`config.mk`:
```
export PLATFORM = sky130hd
export DESIGN_NAME = dpwm_sequencer
export DESIGN_NICKNAME = d
export VERILOG_FILES = /design/src/rtl/dpwm_sequencer.sv
export SDC_FILE = /design/constraint.sdc
export NUM_CORES = 1
export LEC_CHECK = 0
export ABC_AREA = 1
export BUFFER_PORTS_ARGS = -buffer_cell sky130_fd_sc_hd__buf_2
export CORE_MARGIN = 1.5
export CORE_UTILIZATION = 35
export DETAILED_ROUTE_END_ITERATION = 16
export PLACE_DENSITY = 0.53
export SETUP_SLACK_MARGIN = 0.02
export SYNTH_ARGS = -nofsm -noshare
export SYNTH_HDL_FRONTEND = slang
export SYNTH_SLANG_ARGS = --single-unit
```
`constraint.sdc`:
```
create_clock -name CLK -period 3.2 [get_ports CLK]
set_input_delay 0 -clock CLK [delete_from_list [all_inputs] [get_ports CLK]]
set_output_delay 0 -clock CLK [all_outputs]
set_load 0.005 [all_outputs]
```
`src/rtl/dpwm_sequencer.sv`:
```
// dpwm_sequencer: controls an external progressive DPWM counter (0..TOP in STEP
// increments). Generates the counter clock-enable at a selectable rate, holds the
// counter in reset while stopped, and keeps a duty setpoint that is only adopted
// at period boundaries. pwm_out is a registered compare of cuenta against the
// active duty.
//
// Handshake note: there is no valid/ready traffic here. cnt_ce is a 1-CLK strobe
// and the counter must advance on exactly the CLK edge where cnt_ce=1;
// duty_up/duty_down are single-CLK pulses, each sampled once per edge.
module dpwm_sequencer #(
  parameter int W    = 10,
  parameter int STEP = 50,
  parameter int TOP  = 1000,
  parameter int DIV0 = 1,
  parameter int DIV1 = 10,
  parameter int DIV2 = 100,
  parameter int DIV3 = 1000
) (
  input  logic         CLK,
  input  logic         reset,
  input  logic         enable,
  input  logic [1:0]   freq_sel,
  input  logic         duty_up,
  input  logic         duty_down,
  input  logic [W-1:0] cuenta,
  output logic         cnt_ce,
  output logic         cnt_rst,
  output logic [W-1:0] duty_pending,
  output logic [W-1:0] duty_active,
  output logic         period_start,
  output logic         pwm_out,
  output logic         running,
  output logic [1:0]   state_dbg
);

  // Reset duty: half of TOP, rounded down to a STEP multiple.
  localparam logic [W-1:0] DUTY_RST = W'((TOP / 2 / STEP) * STEP);
  localparam logic [W-1:0] TOP_W    = W'(TOP);
  localparam logic [W:0]   TOP_W1   = (W+1)'(TOP);
  localparam logic [W-1:0] STEP_W   = W'(STEP);
  localparam logic [W:0]   STEP_W1  = (W+1)'(STEP);

  typedef enum logic [1:0] {
    IDLE  = 2'd0,
    START = 2'd1,
    RUN   = 2'd2
  } state_t;

  state_t       state, state_n;
  logic [15:0]  div_cnt, div_cnt_n;
  logic [15:0]  div_active, div_active_n;
  logic [15:0]  div_sel;
  logic [W-1:0] duty_active_n;
  logic [W-1:0] duty_pending_n;
  logic [W:0]   sum_up;
  logic         pstart_n;
  logic         ce_n;
  logic         pwm_n;

  assign running   = (state == RUN);
  assign state_dbg = state;

  // Divider length selected by freq_sel; only sampled at START or a boundary.
  always_comb begin
    div_sel = 16'(DIV0);
    case (freq_sel)
      2'd0:    div_sel = 16'(DIV0);
      2'd1:    div_sel = 16'(DIV1);
      2'd2:    div_sel = 16'(DIV2);
      default: div_sel = 16'(DIV3);
    endcase
  end

  // FSM next state, divider, period boundary handling and next-cycle strobes.
  always_comb begin
    state_n       = state;
    div_cnt_n     = div_cnt;
    div_active_n  = div_active;
    duty_active_n = duty_active;
    pstart_n      = 1'b0;
    case (state)
      IDLE: begin
        div_cnt_n = '0;
        if (enable) state_n = START;
      end
      START: begin
        div_cnt_n = '0;
        if (!enable) begin
          state_n = IDLE;
        end else begin
          state_n       = RUN;
          duty_active_n = duty_pending;
          div_active_n  = div_sel;
          pstart_n      = 1'b1;
        end
      end
      RUN: begin
        if (!enable) begin
          state_n   = IDLE;
          div_cnt_n = '0;
        end else begin
          if (div_cnt == div_active - 16'd1) div_cnt_n = '0;
          else                               div_cnt_n = div_cnt + 16'd1;
          // Boundary: the counter wraps TOP->0 on this edge.
          if (cnt_ce && (cuenta == TOP_W)) begin
            duty_active_n = duty_pending;
            div_active_n  = div_sel;
            pstart_n      = 1'b1;
          end
        end
      end
      default: state_n = IDLE;
    endcase
    // cnt_ce is registered, so it is decoded from the next-cycle divider state.
    ce_n  = (state_n == RUN) && (div_cnt_n == div_active_n - 16'd1);
    pwm_n = (state == RUN) && enable && (cuenta < duty_active);
  end

  // Saturating setpoint update; computed one bit wider so it never wraps.
  always_comb begin
    sum_up         = {1'b0, duty_pending} + STEP_W1;
    duty_pending_n = duty_pending;
    if (duty_up && !duty_down) begin
      if (sum_up > TOP_W1) duty_pending_n = TOP_W;
      else                 duty_pending_n = sum_up[W-1:0];
    end else if (duty_down && !duty_up) begin
      if (duty_pending < STEP_W) duty_pending_n = '0;
      else                       duty_pending_n = duty_pending - STEP_W;
    end
  end

  // State and output registers; reset overrides everything including the setpoint.
  always_ff @(posedge CLK) begin
    if (reset) begin
      state        <= IDLE;
      div_cnt      <= '0;
      div_active   <= 16'(DIV0);
      duty_active  <= DUTY_RST;
      duty_pending <= DUTY_RST;
      cnt_ce       <= 1'b0;
      cnt_rst      <= 1'b1;
      period_start <= 1'b0;
      pwm_out      <= 1'b0;
    end else begin
      state        <= state_n;
      div_cnt      <= div_cnt_n;
      div_active   <= div_active_n;
      duty_active  <= duty_active_n;
      duty_pending <= duty_pending_n;
      cnt_ce       <= ce_n;
      cnt_rst      <= (state_n != RUN);
      period_start <= pstart_n;
      pwm_out      <= pwm_n;
    end
  end

endmodule

```
==> results.yml, run 1 <==
die:
  die_area_um2: 14380
  boundaryPins: 44
  start_util_pct: 35.99
  core_um2: 13300
  fp-row-count: 42
  fp.dieH_um: 119.9
  die_x_um: 119.9
placement:
  placed_cell_area_um2: 5157
  dp_cells: 995
  io_buffer_count: 41
  gp_congestion: 0.8918
  dp_hpwl_um: 11420
setup_path:
  end_kind: "flop"
  reg2reg_depth: 19
  r2r_slack_ns: 0.42
  r2r-start: "state_dbg[1]$_SDFF_PP0_"
  criticalPathCategory: "reg2reg"
  worstPathRequired_ns: 3.45
  reg2reg_to: "cnt_ce$_SDFF_PP0_"
  crit_path_start_kind: "flop"
  worst-path-max-fanout: 7
  arrival_ns: 3.03
min_path:
  min_to: "pwm_out$_SDFF_PP0_"
  hold_path.class: "in2reg"
  hold_depth: 4
  hold_start: "cuenta[9]"
pwr:
  p_leak_uw: 0.002769
  power_frac_seq_pct: 31.7
  p_clk_share_pct: 29.4
  swShare_pct: 38.58
  peakVddDrop_v: 0.0002257
  p_int_uw: 1539
  power_frac_comb_pct: 38.9
  p_switching_uw: 966.6
  power_density_nw_per_um2: 467.1
logic_synthesis:
  synth_top_area_share_pct: 23.43
  synthMuxAreaShare_pct: 0
  yosysWarnings: 0
  synth_cell_types: 48
  synth_compound_area_share_pct: 10.98
  synth_top_family_by_area: "simple AND/OR/NAND/NOR gates"
  yosys.area_share.adder_pct: 4.969
  mappedNetlistArea_um2: 4785
  ys.flop_type: "dfxtp_1"
  yosys-top-cells-count: "nand2_1, inv_1, nor2_1"
  synth_area_leader_cell: "dfxtp_1"
  synth_async_sr_flop_share_pct: 0
  synth_most_common_cell: "nand2_1"
  netlist_instances: 790
  yosys_register_bits: 56
  yosysSeqAreaShare_pct: 23.43
  synth_xor_area_share_pct: 6.041
  synth_edf_count: 0
  syn_avg_cell_area_um2: 6.056
  synthTopCellsByArea: "dfxtp_1, nand2_1, inv_1, nor2_1, nand3_1"
  synth-simple-area-share_pct: 43.28
grt:
  grt_pass1_wl_um: 23450
  grt_max_degree: 45
  grt_use_total_pct: 20.75
  antenna_found_initial: 0
  overflow: 0
  grt_pass1_vias: 4693
final_layout:
  postLayoutCellArea_um2: 5364
  seqCellArea_um2: 1121
  fill_cells: 1409
  drive_gt1_share_pct: 12.09
  nets: 862
  fin_cells: 1003
  diodes: 0
  syn2layout_area_growth_pct: 12.11
  fin_util_pct: 40.34
  multi_input_area_um2: 3143
cts:
  clk_pin_slew_ns: 0.08
  root_buffer: "clkbuf_16"
  clock_latency_ns: 0.31
  cts_hold_buf: 0
  cts_buffers: 5
  h-tree-depth: 2
  cts_tree: "done"
  cts.sinks: 56
  clockBufferDepth: 2
  cts_setup_buffers: 0
sta:
  fin_setup_tns_ns: 0
  relSlewSlack_pct: 63.79
  max_freq_ghz: 0.3595
  worst_pin_slew_ns: 0.5418
  setup_viol: 0
  fin_skew_ns: 0.009501
  min_period_ns: 2.782
  finalCritPeriodShare_pct: 86.93
  hold_violations: 0
  rsz0062_at_grt: "no"
  drv_slew: 0
drt:
  num_vias: 4962
  drt_iter0_drc: 338
  drc: 0
  wl_met3_um: 592
  postRouteWirelength_um: 14290
  ant_nets: 0
  met1Wirelength_um: 6494
  top_layer: "met4"
  drtPass1Iterations: 5
  wire_per_inst_um: 14.25
  viasPerCell: 4.947
  dr_wl_met2_um: 6689
outcome:
  status: "finished clean"
job:
  max_cap_viol_count: 0
==> state kept, by name, summed over array words and instances, names as in the netlist <==
signal and cells:
state_dbg 2, cnt_rst 1, pwm_out 1, cnt_ce 1
div_active 16, duty_pending 9, duty_active 9, period_start 1
div_cnt 16
==> cell type report <==
type,instances,share of cell area [%]
Clock buffer,5,2.333
Clock inverter,3,1.283
Inverter,120,8.397
Multi-Input combinational cell,598,58.60
Sequential cell,56,20.90
Tap cell,176,4.105
Timing Repair Buffer,45,4.385
==> layout by cell type (no fill, tap or decap), types with 3 or more instances in the layout <==
| cell | n |
|---|---|
| nand2_1 | 227 |
| inv_1 | 110 |
| nor2_1 | 91 |
| nand3_1 | 62 |
| dfxtp_1 | 56 |
| buf_2 | 41 |
| o21ai_0 | 32 |
| a21oi_1 | 29 |
| xor2_1 | 23 |
| ha_1 | 18 |
| nand4_1 | 16 |
| nor2_2 | 13 |
| nand3b_1 | 10 |
| xnor2_1 | 10 |
| nor3_1 | 9 |
| inv_2 | 8 |
| nand2_2 | 5 |
| o211ai_1 | 5 |
| clkbuf_16 | 5 |
| nor2_4 | 4 |
| buf_4 | 4 |
| nand3_2 | 3 |
| o21a_1 | 3 |
| a31oi_1 | 3 |
| o31ai_1 | 3 |
| nand3_4 | 3 |
| nand2_4 | 3 |
==> layer usage <==
layer	up-vias	track usage (%)
met5	-	0
met1	2216	26.33
met2	123	34.68
li1	2589	-
met4	0	9.077
met3	34	3.232
==> cells by family (layout without fill, tap and decap cells) <==
kind of cell,count (synthesis),in the layout
adders and majority gates,19,19
xor gates and xnor gates,33,33
DFF,56,56
AOI/OAI and AO/OA,90,90
other,1,2
buffers and inverters,137,173
and+or+nand+nor,454,454
==> critical path: stages (launching register included) <==
cell      delay, ns
dfxtp_1        0.34
inv_1          0.10
ha_1           0.28
inv_1          0.06
nor2_1         0.19
inv_1          0.12
o21ai_1        0.13
inv_1          0.05
nand2_1        0.10
o21ai_4        0.09
ha_1           0.23
inv_1          0.10
xor2_1         0.22
nand3b_1       0.14
nand2_1        0.06
nor2_1         0.08
nand2_1        0.07
nor2_1         0.16
nand4_1        0.10
nor2_1         0.09
==> per-stage QoR <==
stage,hold WS [ns],power [µW],worst slack [ns]
2_1_floorplan,0.2842,1531,0.7000
3_3_place_gp,0.3800,1774,0.4390
3_5_place_dp,0.3864,1774,0.3091
4_1_cts,0.09801,2523,0.2837
5_1_grt,0.1146,2713,0.02213
6_report,0.1059,2505,0.4184
==> power by group through the flow <==
| stage | logic [µW] | registers (µW) | clock network (µW) |
|---|---|---|---|
| 4_1_cts | 969 | 795 | 759 |
| 3_3_place_gp | 963 | 811 | 0 |
| 5_1_grt | 1110 | 803 | 799 |
| 3_5_place_dp | 963 | 811 | 0 |
| 2_1_floorplan | 737 | 794 | 0 |
| 6_report | 974 | 794 | 737 |
==> timing repair <==
action                                 CTS  global route
resized for setup                        0             3
endpoints found under the hold margin    0             0
setup endpoints to repair                0             1
==> worst max path at each step <==
stage | from | slack, ns | endpoint
6_report | state_dbg[1]$_SDFF_PP0_ | 0.42 | cnt_ce$_SDFF_PP0_
2_1_floorplan | state_dbg[0]$_SDFF_PP0_ | 0.70 | cnt_ce$_SDFF_PP0_
3_3_place_gp | state_dbg[0]$_SDFF_PP0_ | 0.44 | cnt_ce$_SDFF_PP0_
4_1_cts | state_dbg[0]$_SDFF_PP0_ | 0.28 | cnt_ce$_SDFF_PP0_
5_1_grt | state_dbg[1]$_SDFF_PP0_ | 0.02 | cnt_ce$_SDFF_PP0_
3_5_place_dp | state_dbg[0]$_SDFF_PP0_ | 0.31 | cnt_ce$_SDFF_PP0_
No activity file was read; power rests on OpenSTA's default activity.
==> run 2, diff against run 1 <==
Settings changed: CORE_ASPECT_RATIO set to 0.7.
==> run 2 against run 1 <==
Power fell by 5.4%; critical endpoint unchanged; worst hold slack improved by 0.023 ns; die area barely moved; clock power fell by 22%; setup slack improved by 0.018 ns.
==> results.yml, run 2 (same netlist as run 1, synthesis figures left out) <==
sta:
  fin_skew_ns: 0.006672
  relSlewSlack_pct: 63.70
  rsz0062_at_grt: "no"
  layout_setup_ws_ns: 0.4364
  fin_setup_tns_ns: 0
  worst_pin_slew_ns: 0.5399
  min_period_ns: 2.764
  hold_ws_ns: 0.1290
  max_freq_ghz: 0.3619
  drv_slew: 0
  finalCritPeriodShare_pct: 86.36
  hold_violations: 0
  setup_viol: 0
cts:
  h-tree-depth: 2
  cts_tree: "done"
  clk_pin_slew_ns: 0.07
  cts_buffers: 5
  root_buffer: "clkbuf_16"
  clock_latency_ns: 0.30
  clockBufferDepth: 2
  cts_hold_buf: 0
  cts.sinks: 56
placement:
  gp_congestion: 0.8942
  pre_cts_ws_ns: 0.3379
  dp_hpwl_um: 12560
  io_buffer_count: 41
pwr:
  power_density_nw_per_um2: 443.7
  p_leak_uw: 0.002762
  peakVddDrop_v: 0.0002443
drt:
  drc: 0
  num_vias: 5090
  postRouteWirelength_um: 15400
  viasPerCell: 5.020
  drt_iter0_drc: 361
  ant_nets: 0
  drtPass1Iterations: 5
  wire_per_inst_um: 15.19
die:
  core_um2: 13270
  fp.dieH_um: 100.8
  fp-row-count: 35
  start_util_pct: 36.06
  die_area_um2: 14390
  die_x_um: 142.7
  boundaryPins: 44
setup_path:
  end_kind: "flop"
  worst-path-max-fanout: 7
  crit_path_start_kind: "flop"
  criticalPathCategory: "reg2reg"
  worstPathRequired_ns: 3.44
  arrival_ns: 3.00
final_layout:
  diodes: 0
  fill_cells: 1457
  syn2layout_area_growth_pct: 11.66
  nets: 864
  drive_gt1_share_pct: 12.18
  fin_util_pct: 40.26
  top_regs: "div_active x16, div_cnt x16"
  layout_common_cells: "nand2_1, inv_1, nor2_1"
  mostFrequentLayoutCell: "nand2_1"
grt:
  grt_max_degree: 45
  overflow: 0
  met1_usage_pct: 36.92
  grt_use_total_pct: 22.70
  antenna_found_initial: 0
  busiest_layer: "met1"
  grtUsageMet2_pct: 31.33
  grt_pass1_vias: 4808
  met3_usage_pct: 2.185
  grt_pass1_wl_um: 25230
outcome:
  status: "finished clean"
min_path:
  hold_path.class: "in2reg"
job:
  max_cap_viol_count: 0
run 2: layer usage:
metal	vias to the layer above	wire (µm)
met5	-	0
met4	0	124
met3	9	896
met2	153	5839
met1	2340	8538
li1	2588	-
run 2: final cells by class:
type	count	area (µm²)	area share, %
tap	185	231.5	4.333
multi-input combinational	598	3141	58.78
timing repair buffer	47	250.2	4.684
clock inverter	2	10.01	0.1874
inverter	120	450.4	8.431
clock buffer	6	138.9	2.600
sequential	56	1121	20.98
run 2: path summary, 6_finish.rpt:
check,to,cells after the start,slack [ns],start
max reg2reg,cnt_ce$_SDFF_PP0_,20,0.44,state_dbg[1]$_SDFF_PP0_
min,div_active[0]$_SDFF_PP1_,3,0.13,reset
max,cnt_ce$_SDFF_PP0_,20,0.44,state_dbg[1]$_SDFF_PP0_
min reg2reg,duty_active[4]$_SDFFE_PP1P_,2,0.50,duty_active[4]$_SDFFE_PP1P_
run 2: metrics by stage:
stage	cells	power (µW)	instance area, µm²
3_3_place_gp	1004	1768	5169
3_5_place_dp	1004	1782	5169
5_1_grt	1014	2554	5343
4_1_cts	1012	2358	5318
6_report	1014	2371	5343
2_1_floorplan	791	1531	4788
run 2: worst max-delay path: stages, from the launching register on:
cell and delay, ns:
dfxtp_1 0.39, inv_1 0.10, ha_1 0.28, nand2_1 0.12, inv_1 0.08, a22oi_1 0.15, nand4_1 0.11, nand2_1 0.19
ha_1 0.23, inv_1 0.08, nor2_1 0.16, nand2_1 0.12, nor2_2 0.14, nand2_1 0.06, nand2_1 0.07, nand2_1 0.05
nand2_1 0.05, nand2_1 0.05, nor2_1 0.11, nand4_1 0.09, nor2_1 0.08
run 2: repair_timing:
action,in CTS,in global routing
gates resized for setup,0,2
buffers inserted,0,2
endpoints found under the setup margin,0,1
run 2: report_power, final:
| part | switching (µW) | internal (µW) |
|---|---|---|
| sequential | 60.3 | 737 |
| combinational | 641 | 359 |
| clock | 264 | 310 |
| total | 965 | 1410 |
==> run 3, diff against run 2 <==
Clock period 3.2 ns to 3.1 ns, I/O delays scaled along.
==> run 3 against run 2 <==
Clock skew grew 0.00071 ns; sequential cell count unchanged; final cell count is essentially flat; final area up 0.19%; largest power group unchanged.
==> results.yml, run 3 (same netlist as run 1, synthesis figures left out) <==
placement:
  io_buffer_count: 41
  gp_congestion: 0.9020
  dp_hpwl_um: 12240
  dp_cells: 1005
pwr:
  p_leak_uw: 0.002756
  power_density_nw_per_um2: 471.6
  peakVddDrop_v: 0.0002370
setup_path:
  reg2reg_depth: 18
  reg2reg_to: "cnt_ce$_SDFF_PP0_"
  r2r_slack_ns: 0.26
  crit_path_start_kind: "flop"
  arrival_ns: 3.08
  end_kind: "flop"
  path_cells: "inv_2, ha_2, nand3_4, nor2_2, nand2_1, nand2_1, nand2_1, nor3_2, nand3_4, nand2_4, nand2_4, inv_1, nor2_1, nand3_1, nand2_1, nor2_1, nand3_1, nor2_1"
  cp_slowest_cell: "dfxtp_1"
  worstPathRequired_ns: 3.34
  worst-path-max-fanout: 14
  r2r-start: "div_active[0]$_SDFF_PP1_"
  cpMostUsedCell: "nand2_1"
  criticalPathCategory: "reg2reg"
  critPathMaxStageDelay_ns: 0.38
sta:
  finalCritPeriodShare_pct: 91.48
  setup_viol: 0
  fin_setup_tns_ns: 0
  hold_violations: 0
  relSlewSlack_pct: 62.24
  min_period_ns: 2.836
  fin_skew_ns: 0.007386
  hold_ws_ns: 0.1515
  rsz0062_at_grt: "no"
  max_freq_ghz: 0.3526
  worst_pin_slew_ns: 0.5616
  drv_slew: 0
min_path:
  hold_depth: 4
  min_to: "pwm_out$_SDFF_PP0_"
  hold_path.class: "in2reg"
  hold_start: "cuenta[9]"
final_layout:
  top_regs: "div_active x16, div_cnt x16"
  fin_cells: 1013
  fin_util_pct: 40.34
  nets: 863
  drive_gt1_share_pct: 12.44
  mostFrequentLayoutCell: "nand2_1"
  layout_common_cells: "nand2_1, inv_1, nor2_1"
  diodes: 0
  syn2layout_area_growth_pct: 11.87
outcome:
  status: "finished clean"
die:
  die_area_um2: 14390
  fp.dieH_um: 100.8
  core_um2: 13270
  boundaryPins: 44
  fp-row-count: 35
  die_x_um: 142.7
  start_util_pct: 36.06
cts:
  cts_hold_buf: 0
  cts_tree: "done"
  cts.sinks: 56
  ctsResizeCount: 0
  root_buffer: "clkbuf_16"
  h-tree-depth: 2
  clk_pin_slew_ns: 0.08
  clock_latency_ns: 0.30
  cts_setup_buffers: 0
  cts_buffers: 5
  clockBufferDepth: 2
drt:
  wire_per_inst_um: 14.91
  drt_iter0_drc: 456
  postRouteWirelength_um: 15110
  drtPass1Iterations: 5
  ant_nets: 0
  drc: 0
  viasPerCell: 5.039
  num_vias: 5105
grt:
  overflow: 0
  grt_pass1_vias: 4528
  antenna_found_initial: 0
  grt_use_total_pct: 21.88
  grt_max_degree: 45
  grt_pass1_wl_um: 24250
job:
  max_cap_viol_count: 0
## run 3: cell count changes in the layout (fill, tap and decap cells not counted), sizes merged
cell | previous run | this run
buf | 47 | 46
clkinv | 4 | 3
bufinv | 0 | 1
## run 3: per-stage QoR
stage / power (µW) / setup slack [ns] / instance area [µm²]
floorplan: 1581 / 0.6000 / 4788
global placement: 1852 / 0.1887 / 5176
detailed placement: 1858 / 0.2135 / 5176
CTS: 2521 / 0.1897 / 5340
global route: 2709 / 0.05486 / 5353
finish: 2524 / 0.2642 / 5353
## run 3: power breakdown
part	switching (µW)	internal (µW)
Sequential	61.8	760
Clock	280	381
Combinational	679	362
## run 3: routing by layer
metal	GRT usage [%]	vias up	part of all wire (%)	wire length, µm
met5	0	-	0	0
met4	3.172	0	0.62	94
met3	2.518	12	7.0	1060
met2	30.21	172	38	5775
met1	35.83	2336	54	8176
li1	-	2585	-	-
## run 3: cell type report
| class | instances | area [µm²] |
|---|---|---|
| Fill cell | 1462 | 7916 |
| Multi-Input combinational cell | 598 | 3143 |
| Sequential cell | 56 | 1121 |
| Inverter | 120 | 450.4 |
| Timing Repair Buffer | 46 | 242.7 |
| Tap cell | 185 | 231.5 |
| Clock buffer | 6 | 128.9 |
| Clock inverter | 2 | 35.03 |
## run 3: how the worst max path moves through the flow
stage,from,to,slack (ns),cells past startpoint
3_3_place_gp,state_dbg[1]$_SDFF_PP0_,cnt_ce$_SDFF_PP0_,0.19,17
4_1_cts,state_dbg[1]$_SDFF_PP0_,cnt_ce$_SDFF_PP0_,0.19,17
6_report,div_active[0]$_SDFF_PP1_,cnt_ce$_SDFF_PP0_,0.26,18
2_1_floorplan,state_dbg[0]$_SDFF_PP0_,cnt_ce$_SDFF_PP0_,0.60,21
5_1_grt,div_active[0]$_SDFF_PP1_,cnt_ce$_SDFF_PP0_,0.05,18
3_5_place_dp,state_dbg[1]$_SDFF_PP0_,cnt_ce$_SDFF_PP0_,0.21,17
## run 3: worst max-delay path: cells and delay by family, from the launching register on
family                   cells  cell delay [ns]
AND/OR/NAND/NOR             15             1.68
flip-flops                   1             0.38
buffers and inverters        2             0.43
adder cells (fa/ha/maj)      1             0.27
